**config.mk**
```make
export PLATFORM = sky130hd
export DESIGN_NAME = cxs_tx_credit_scheduler_flat
export DESIGN_NICKNAME = d
export VERILOG_FILES = /design/src/rtl/cxs_tx_credit_scheduler_if.sv /design/src/rtl/cxs_tx_credit_scheduler.sv /design/src/flat_wrapper.sv
export SDC_FILE = /design/constraint.sdc
export NUM_CORES = 1
export LEC_CHECK = 0
export BUFFER_PORTS_ARGS = -buffer_cell sky130_fd_sc_hd__buf_2
export CAP_MARGIN = 10
export CORE_AREA = 4 4 43 45
export CTS_CLUSTER_SIZE = 16
export DETAILED_ROUTE_END_ITERATION = 12
export DIE_AREA = 0 0 47 49
export PLACE_DENSITY_LB_ADDON = 0.1
export SLEW_MARGIN = 40
export SYNTH_ARGS = -nofsm -noshare
export SYNTH_HDL_FRONTEND = slang
export SYNTH_SLANG_ARGS = --single-unit
```
**constraint.sdc**
```tcl
create_clock -name clk -period 2.2 [get_ports clk]
set_clock_uncertainty 0.1 [all_clocks]
set_input_delay 0 -clock clk [delete_from_list [all_inputs] [get_ports clk]]
set_output_delay 0 -clock clk [all_outputs]
set_load 0.01 [all_outputs]
```
**src/rtl/cxs_tx_credit_scheduler_if.sv**
```systemverilog
// rtl/cxs_tx_credit_scheduler_if.sv - link, credit and flit handshake bundle for the CXS tx scheduler
interface cxs_tx_credit_scheduler_if #(
  parameter int NUM_REQ = 2
);
  logic               link_en;
  logic               rx_active_ack;
  logic               crd_gnt;
  logic [NUM_REQ-1:0] req;
  logic [NUM_REQ-1:0] gnt;
  logic               tx_active_req;
  logic               crd_rtn;
  logic [3:0]         credits;
  logic [1:0]         link_state;
  logic               crd_overflow;

  modport master (
    output link_en, rx_active_ack, crd_gnt, req,
    input  gnt, tx_active_req, crd_rtn, credits, link_state, crd_overflow
  );

  modport slave (
    input  link_en, rx_active_ack, crd_gnt, req,
    output gnt, tx_active_req, crd_rtn, credits, link_state, crd_overflow
  );
endinterface

```
**src/rtl/cxs_tx_credit_scheduler.sv**
```systemverilog
// rtl/cxs_tx_credit_scheduler.sv - CXS tx link sequencing, credit count and round-robin flit grant
module cxs_tx_credit_scheduler #(
  parameter int NUM_REQ = 2
) (
  input  logic                        clk,
  input  logic                        resetn,
  cxs_tx_credit_scheduler_if.slave    bus
);
  localparam int PW = (NUM_REQ > 2) ? 2 : 1;

  typedef enum logic [1:0] {
    ST_STOP       = 2'd0,
    ST_ACTIVATE   = 2'd1,
    ST_RUN        = 2'd2,
    ST_DEACTIVATE = 2'd3
  } state_t;

  state_t             state;
  logic [3:0]         credits;
  logic [PW-1:0]      rr_ptr;
  logic [PW-1:0]      winner;
  logic [PW-1:0]      cand;
  logic [NUM_REQ-1:0] gnt_c;
  logic               tx_active_req;
  logic               crd_rtn;
  logic               crd_overflow;
  logic               rtn_now;
  logic               dec;
  logic               inc;

  // Scan offsets high to low so the nearest requester above rr_ptr is the last one written.
  always_comb begin
    gnt_c  = '0;
    winner = rr_ptr;
    cand   = rr_ptr;
    if (state == ST_RUN && credits != 4'd0 && |bus.req) begin
      for (int i = NUM_REQ - 1; i >= 0; i--) begin
        cand = PW'((int'(rr_ptr) + i) % NUM_REQ);
        if (bus.req[cand]) winner = cand;
      end
      gnt_c[winner] = 1'b1;
    end
  end

  assign rtn_now = (state == ST_DEACTIVATE) && (credits != 4'd0);
  assign dec     = (|gnt_c) | rtn_now;
  assign inc     = bus.crd_gnt && (state != ST_STOP);

  always_ff @(posedge clk or negedge resetn) begin
    if (!resetn) begin
      state         <= ST_STOP;
      credits       <= 4'd0;
      rr_ptr        <= '0;
      tx_active_req <= 1'b0;
      crd_rtn       <= 1'b0;
      crd_overflow  <= 1'b0;
    end else begin
      crd_rtn <= rtn_now;

      if (|gnt_c) rr_ptr <= (winner == PW'(NUM_REQ - 1)) ? '0 : winner + 1'b1;

      if (inc && !dec) begin
        if (credits == 4'd15) crd_overflow <= 1'b1;
        else                  credits      <= credits + 4'd1;
      end else if (dec && !inc) begin
        credits <= credits - 4'd1;
      end

      case (state)
        ST_STOP: begin
          if (bus.link_en) begin
            state         <= ST_ACTIVATE;
            tx_active_req <= 1'b1;
          end
        end
        ST_ACTIVATE: begin
          if (bus.rx_active_ack) begin
            state         <= ST_RUN;
            tx_active_req <= 1'b1;
          end else if (!bus.link_en) begin
            state         <= ST_STOP;
            tx_active_req <= 1'b0;
          end
        end
        ST_RUN: begin
          if (!bus.link_en) begin
            state         <= ST_DEACTIVATE;
            tx_active_req <= 1'b0;
          end
        end
        ST_DEACTIVATE: begin
          // A late grant this cycle would leave a credit to return, so it blocks the stop.
          if (credits == 4'd0 && !bus.rx_active_ack && !bus.crd_gnt) begin
            state         <= ST_STOP;
            tx_active_req <= 1'b0;
          end
        end
        default: begin
          state         <= ST_STOP;
          tx_active_req <= 1'b0;
        end
      endcase
    end
  end

  assign bus.gnt           = gnt_c;
  assign bus.tx_active_req = tx_active_req;
  assign bus.crd_rtn       = crd_rtn;
  assign bus.credits       = credits;
  assign bus.link_state    = state;
  assign bus.crd_overflow  = crd_overflow;
endmodule

```
**src/flat_wrapper.sv**
```systemverilog
// flat-port wrapper written by rule: the top's interface ports become plain ports
module cxs_tx_credit_scheduler_flat 
#(
  parameter int NUM_REQ = 2
)
  (clk, resetn, bus_link_en, bus_rx_active_ack, bus_crd_gnt, bus_req, bus_gnt, bus_tx_active_req, bus_crd_rtn, bus_credits, bus_link_state, bus_crd_overflow);
  cxs_tx_credit_scheduler_if #(.NUM_REQ(NUM_REQ)) bus_i ();
  input  logic clk;
  input  logic resetn;
  input wire logic [$bits(bus_i.link_en)-1:0] bus_link_en;
  input wire logic [$bits(bus_i.rx_active_ack)-1:0] bus_rx_active_ack;
  input wire logic [$bits(bus_i.crd_gnt)-1:0] bus_crd_gnt;
  input wire logic [$bits(bus_i.req)-1:0] bus_req;
  output wire logic [$bits(bus_i.gnt)-1:0] bus_gnt;
  output wire logic [$bits(bus_i.tx_active_req)-1:0] bus_tx_active_req;
  output wire logic [$bits(bus_i.crd_rtn)-1:0] bus_crd_rtn;
  output wire logic [$bits(bus_i.credits)-1:0] bus_credits;
  output wire logic [$bits(bus_i.link_state)-1:0] bus_link_state;
  output wire logic [$bits(bus_i.crd_overflow)-1:0] bus_crd_overflow;
  assign bus_i.link_en = bus_link_en;
  assign bus_i.rx_active_ack = bus_rx_active_ack;
  assign bus_i.crd_gnt = bus_crd_gnt;
  assign bus_i.req = bus_req;
  assign bus_gnt = bus_i.gnt;
  assign bus_tx_active_req = bus_i.tx_active_req;
  assign bus_crd_rtn = bus_i.crd_rtn;
  assign bus_credits = bus_i.credits;
  assign bus_link_state = bus_i.link_state;
  assign bus_crd_overflow = bus_i.crd_overflow;
  cxs_tx_credit_scheduler #(.NUM_REQ(NUM_REQ)) u_core (.clk(clk), .resetn(resetn), .bus(bus_i));
endmodule
```
[Word-level counts from Yosys, hierarchy flattened]
Index checks and enable logic that the tools add are counted.
Storage, ports and cells
  flip-flop bits (word level): 10
  output and inout bits: 11
  word-level logic and storage cells: 74
Operators by class
  add/subtract/negate cells: 4
  $lt $le $gt $ge: 4
  eq/ne operators: 9
  mux-type cells: 26
  bitwise gates (word level): 1
  reductions and logical operators: 24
Operators by type and width (number)
  two-way mux 1 bit: 14
  two-way mux 2 bit: 6
  two-way mux 4 bit: 3
  logical AND 1 bit: 9
  inequality test 2 bit, second input constant: 4
  one-hot mux 2 bit (4 select lines): 1
  < comparator 1 x 2 -> 1 bit, second input constant: 3
  AND reduction 2 bit: 3
  adder 4 x 1 -> 4 bit, second input constant: 1
  == test 2 bit, second input constant: 2
  == test 4 bit, second input constant: 1
  logical NOT 1 bit: 4
  logical NOT 4 bit: 1
  one-hot mux 1 bit (4 select lines): 1
  AND reduction 4 bit: 1
  nonzero test 2 bit: 2
  nonzero test 4 bit: 1
  OR reduction 2 bit: 2
  subtractor 4 x 1 -> 4 bit, second input constant: 1
  inequality test 3 bit, second input constant: 1
  adder 1 bit, second input constant: 2
  == test 2 x 1 -> 1 bit, second input constant: 1
  logical NOT 2 bit: 1
  demux 1 bit (select 1 bit): 1
  2 further kinds: 2

[Longest topological paths before layout]
  depth in word-level cells: 17
  depth in mapped cells: 7

[Least setup slack after synthesis]
OpenSTA, ideal clock, no wires.
  kind: register to register
  start: reg u_core.credits[2], in the netlist u_core.bus.credits[2]
  end: reg u_core.credits[3], in the netlist u_core.bus.credits[3]
  arrival: 2.229 ns
  data required time: 2.020 ns
  setup slack: -0.209 ns
  cell stages (with the launch flop): 8
  period minus slack after synthesis: 2.409 ns
  cell sequence: dfrtp_1 -> o41ai_4 -> o21ai_0 -> ha_1 -> a21o_1 -> a211oi_1 -> o2bb2ai_1 -> xor2_1
Between the ends
  cells in the longest elaborated chain, start to end: 10
  elaborated cells between the ends (all ways): 19
  classes of those cells: 2 x add/sub; 2 x eq/ne; 4 x mux; 1 x bitwise; 10 x reduce/logical
RTL lines
  from (decl): RTL line cxs_tx_credit_scheduler.sv:19  | logic [3:0] credits;
  from (signal assigned): RTL line cxs_tx_credit_scheduler.sv:64  | else credits <= credits + 4'd1;
  from (signal assigned): RTL line cxs_tx_credit_scheduler.sv:66  | credits <= credits - 4'd1;
  nonzero test 4 bit: RTL line cxs_tx_credit_scheduler.sv:36, cxs_tx_credit_scheduler.sv:45
  logical AND 1 bit (2 in a row): RTL line cxs_tx_credit_scheduler.sv:36  | if (state == ST_RUN && credits != 4'd0 && |bus.req) begin
  two-way mux 2 bit: RTL line cxs_tx_credit_scheduler.sv:36
  OR reduction 2 bit: RTL line cxs_tx_credit_scheduler.sv:46  | assign dec = (|gnt_c) | rtn_now;
  OR 1 bit: RTL line cxs_tx_credit_scheduler.sv:46
  logical NOT 1 bit: RTL line cxs_tx_credit_scheduler.sv:62  | if (inc && !dec) begin
  logical AND 1 bit: RTL line cxs_tx_credit_scheduler.sv:62
  inequality test 2 bit (no source line) / nonzero test 2 bit (equally long branches)
  AND reduction 2 bit (no source line)
Several ways; a longest one is shown, not always the timed one. The select of a mux whose other input is x is not followed.
A chain may end at the register's enable or synchronous reset.

==> results.sh <==
export IMPL_place_congestion=0.7874
export IMPL_min_period_ps=2151
export IMPL_synth_seq_cells=10
export IMPL_switchingPower_uw=433.4
export IMPL_worstPathRequired_ps=2240
export IMPL_cts_setup_buffers=0
export IMPL_layout_drive_gt1_share=0.3956
export IMPL_wl_per_cell_um=13.82
export IMPL_rows=14
export IMPL_portBuffers=17
export IMPL_cts_buffers=3
export IMPL_synthesis_nets=67
export IMPL_crit_chain="buf_4 -> or4_4 -> o31ai_1 -> nand2_1 -> dlygate4sd3_1"
export IMPL_core_area_um2=1471
export IMPL_worstSetupPathType="flop to flop"
export IMPL_status="completed"
export IMPL_yosys_warnings=0
export IMPL_yosysTopAreaCellShare=0.4132
export IMPL_netlist_area_um2=605.6
export IMPL_antennaDiodeCount=0
export IMPL_die_x_um=47
export IMPL_synthFlopType="dfrtp_1"
export IMPL_ioPinCount=18
export IMPL_peakVddDrop_uv=665.6
export IMPL_hold_viol_final=0
export IMPL_drt_initial_drc_count=8
export IMPL_synthTopCellsByArea="dfrtp_1 (41%), o41ai_4 (4.5%), a21oi_1 (4.1%)"
export IMPL_h_tree_depth=1
export IMPL_combPwrFrac=0.531
export IMPL_grt_total_usage=0.1468
export IMPL_grt_max_degree=11
export IMPL_drv_cap=0
export IMPL_critPathCaptureType="flop"
export IMPL_synthDistinctLibCells=30
export IMPL_p_int_uw=653.7
export IMPL_pwr_share_clk=0.151
export IMPL_via_count=577
export IMPL_dp_slack_ps=122.1
export IMPL_min_period_over_period=0.9778
export IMPL_die_y_um=49
export IMPL_cts_sinks=10
export IMPL_place_inst=96
export IMPL_seqPwrFrac=0.318
export IMPL_max_slew_margin=0.7537
export IMPL_final_util=0.5935
export IMPL_worstMarginPinSlew_ps=367.2
export IMPL_hold_ws_ps=34.09
export IMPL_path_clk_slew_ps=70
export IMPL_cpPeakStageDelay_ps=560
export IMPL_fmax_mhz=464.9
export IMPL_synth_edff_count=0
export IMPL_power_density_nw_per_um2=1245
export IMPL_overflow=0
export IMPL_synth_top_cells_by_count="dfrtp_1 (10), nand2_1 (6), a21oi_1 (5), inv_1 (3), nor2_1 (3)"
export IMPL_initial_core_util=0.4116
export IMPL_placed_cell_area_um2=765.7
export IMPL_rsz0062_at_grt="false"
export IMPL_ctsRootBufferMaster="clkbuf_4"
export IMPL_path_max_fanout=6
export IMPL_drc=0
export IMPL_clock_latency_ps=260
export IMPL_syn_avg_cell_area_um2=10.62
export IMPL_hpwl_um=1083
export IMPL_finalMaxSlewViolations=0
export IMPL_layout_nets=102
export IMPL_cp_start_kind="flop"
export IMPL_hp_class="input pin to asynchronous set/reset pin"
export IMPL_clk_path_buf_depth=2
export IMPL_nFillCells=137
export IMPL_critical_path_arrival_ps=2190
export IMPL_grt_pass1_wl_um=2449
export IMPL_synthMostInstantiatedCell="dfrtp_1"
export IMPL_cts_tree="built"
export IMPL_first_pass_iters=5
export IMPL_setup_viol=0
export IMPL_ys_seq_area_frac=0.4132
export IMPL_antenna_found_initial=0
export IMPL_fin_area_um2=873.3
export IMPL_p_leak_nw=0.3971
export IMPL_critPathSlowestCell="dlygate4sd3_1"
export IMPL_ant_nets=0
export IMPL_syn_inst=57
export IMPL_viasPerCell=5.393
export IMPL_areaGrowthSynthToFinish_pct=44.21
export IMPL_grt_pass1_vias=582
export IMPL_p_sw_frac=0.3987
export IMPL_die_area_um2=2303
export IMPL_synth_async_reset_ratio=1.000
export IMPL_stdcell_count=107
export IMPL_wl_um=1479
export IMPL_worst_slack_ps=48.79
export IMPL_yosysTopAreaCell="dfrtp_1"
-- placed cells by master (no fill, tap or decap), drive strengths merged, types with 3 or more instances in the layout --
cell         instances
dlygate4sd3          7
inv                  3
a21oi                5
o31ai                3
nand2                6
buf                 23
nor2                 3
dfrtp               10
clkbuf               4
-- final cells by class --
| cell class | count | area (um2) | share of cell area |
|---|---|---|---|
| Sequential cell | 10 | 252.7 | 0.2894 |
| Inverter | 3 | 11.26 | 0.01289 |
| Tap cell | 16 | 20.02 | 0.02292 |
| Multi-Input combinational cell | 44 | 352.8 | 0.4040 |
| Timing Repair Buffer | 30 | 200.2 | 0.2292 |
| Clock buffer | 4 | 36.28 | 0.04155 |
-- state kept, by name (all words and copies together), names as in the netlist, named ones only --
name,cells
u_core.bus.tx_active_req,1
u_core.bus.credits,4
u_core.rr_ptr,1
u_core.bus.crd_rtn,1
u_core.bus.link_state,1
u_core.bus.crd_overflow,1
-- logic make-up after synthesis --
kind of cell	share of synthesized area
buffers and inverters	0.01859
flip-flops	0.4132
multiplexers	0.04132
XOR/XNOR	0.04340
AND/OR/NAND/NOR	0.1136
adder cells (fa/ha/maj)	0.07437
AO/OA/AOI/OAI	0.2955
-- power groups by stage --
stage / clock (mW) / sequential (mW) / combinational (mW)
after floorplan: 0 / 0.396 / 0.306
after global routing: 0.173 / 0.356 / 0.648
final: 0.164 / 0.346 / 0.578
after detailed placement: 0 / 0.347 / 0.553
after CTS: 0.172 / 0.344 / 0.581
after global placement: 0 / 0.346 / 0.552
-- layer usage --
layer / vias to the layer above / GRT usage / wire length [um]
met5: - / 0 / 0
met4: 0 / 0.08756 / 22
met3: 2 / 0.03321 / 73
met2: 18 / 0.2195 / 732
met1: 270 / 0.1843 / 650
li1: 287 / - / -
-- metrics by stage --
stage	setup TNS (ps)	power [mW]
finish	0	1.087
global route	0	1.177
CTS	0	1.097
detailed placement	0	0.9007
global placement	0	0.8982
floorplan	-1.269	0.7014
-- path summary, 6_finish.rpt --
path,from,cells after the start,to,slack (ps)
min reg2reg,u_core.bus.crd_overflow,1,u_core.bus.crd_overflow,400
max in group asynchronous,resetn,2,u_core.bus.credits[3],1750
max reg2reg,u_core.bus.credits[0],5,flop,50
max,u_core.bus.credits[0],5,flop,50
min,resetn,2,u_core.bus.tx_active_req,30
min in group clk,bus_req[0],4,u_core.bus.crd_overflow,180
-- repair_timing --
item                                    CTS  global route
endpoints found under the setup margin    0             1
gates resized for setup                   0             1
hold endpoints to repair                 14             0
hold buffers                              7             0
-- critical path, delay by kind of cell, from the launching register on --
| kind | cells | cell delay, ps |
|---|---|---|
| compound gates | 1 | 210 |
| buf+inv | 2 | 740 |
| flops | 1 | 410 |
| simple gates | 2 | 570 |
No activity file was read; power rests on OpenSTA's default activity.
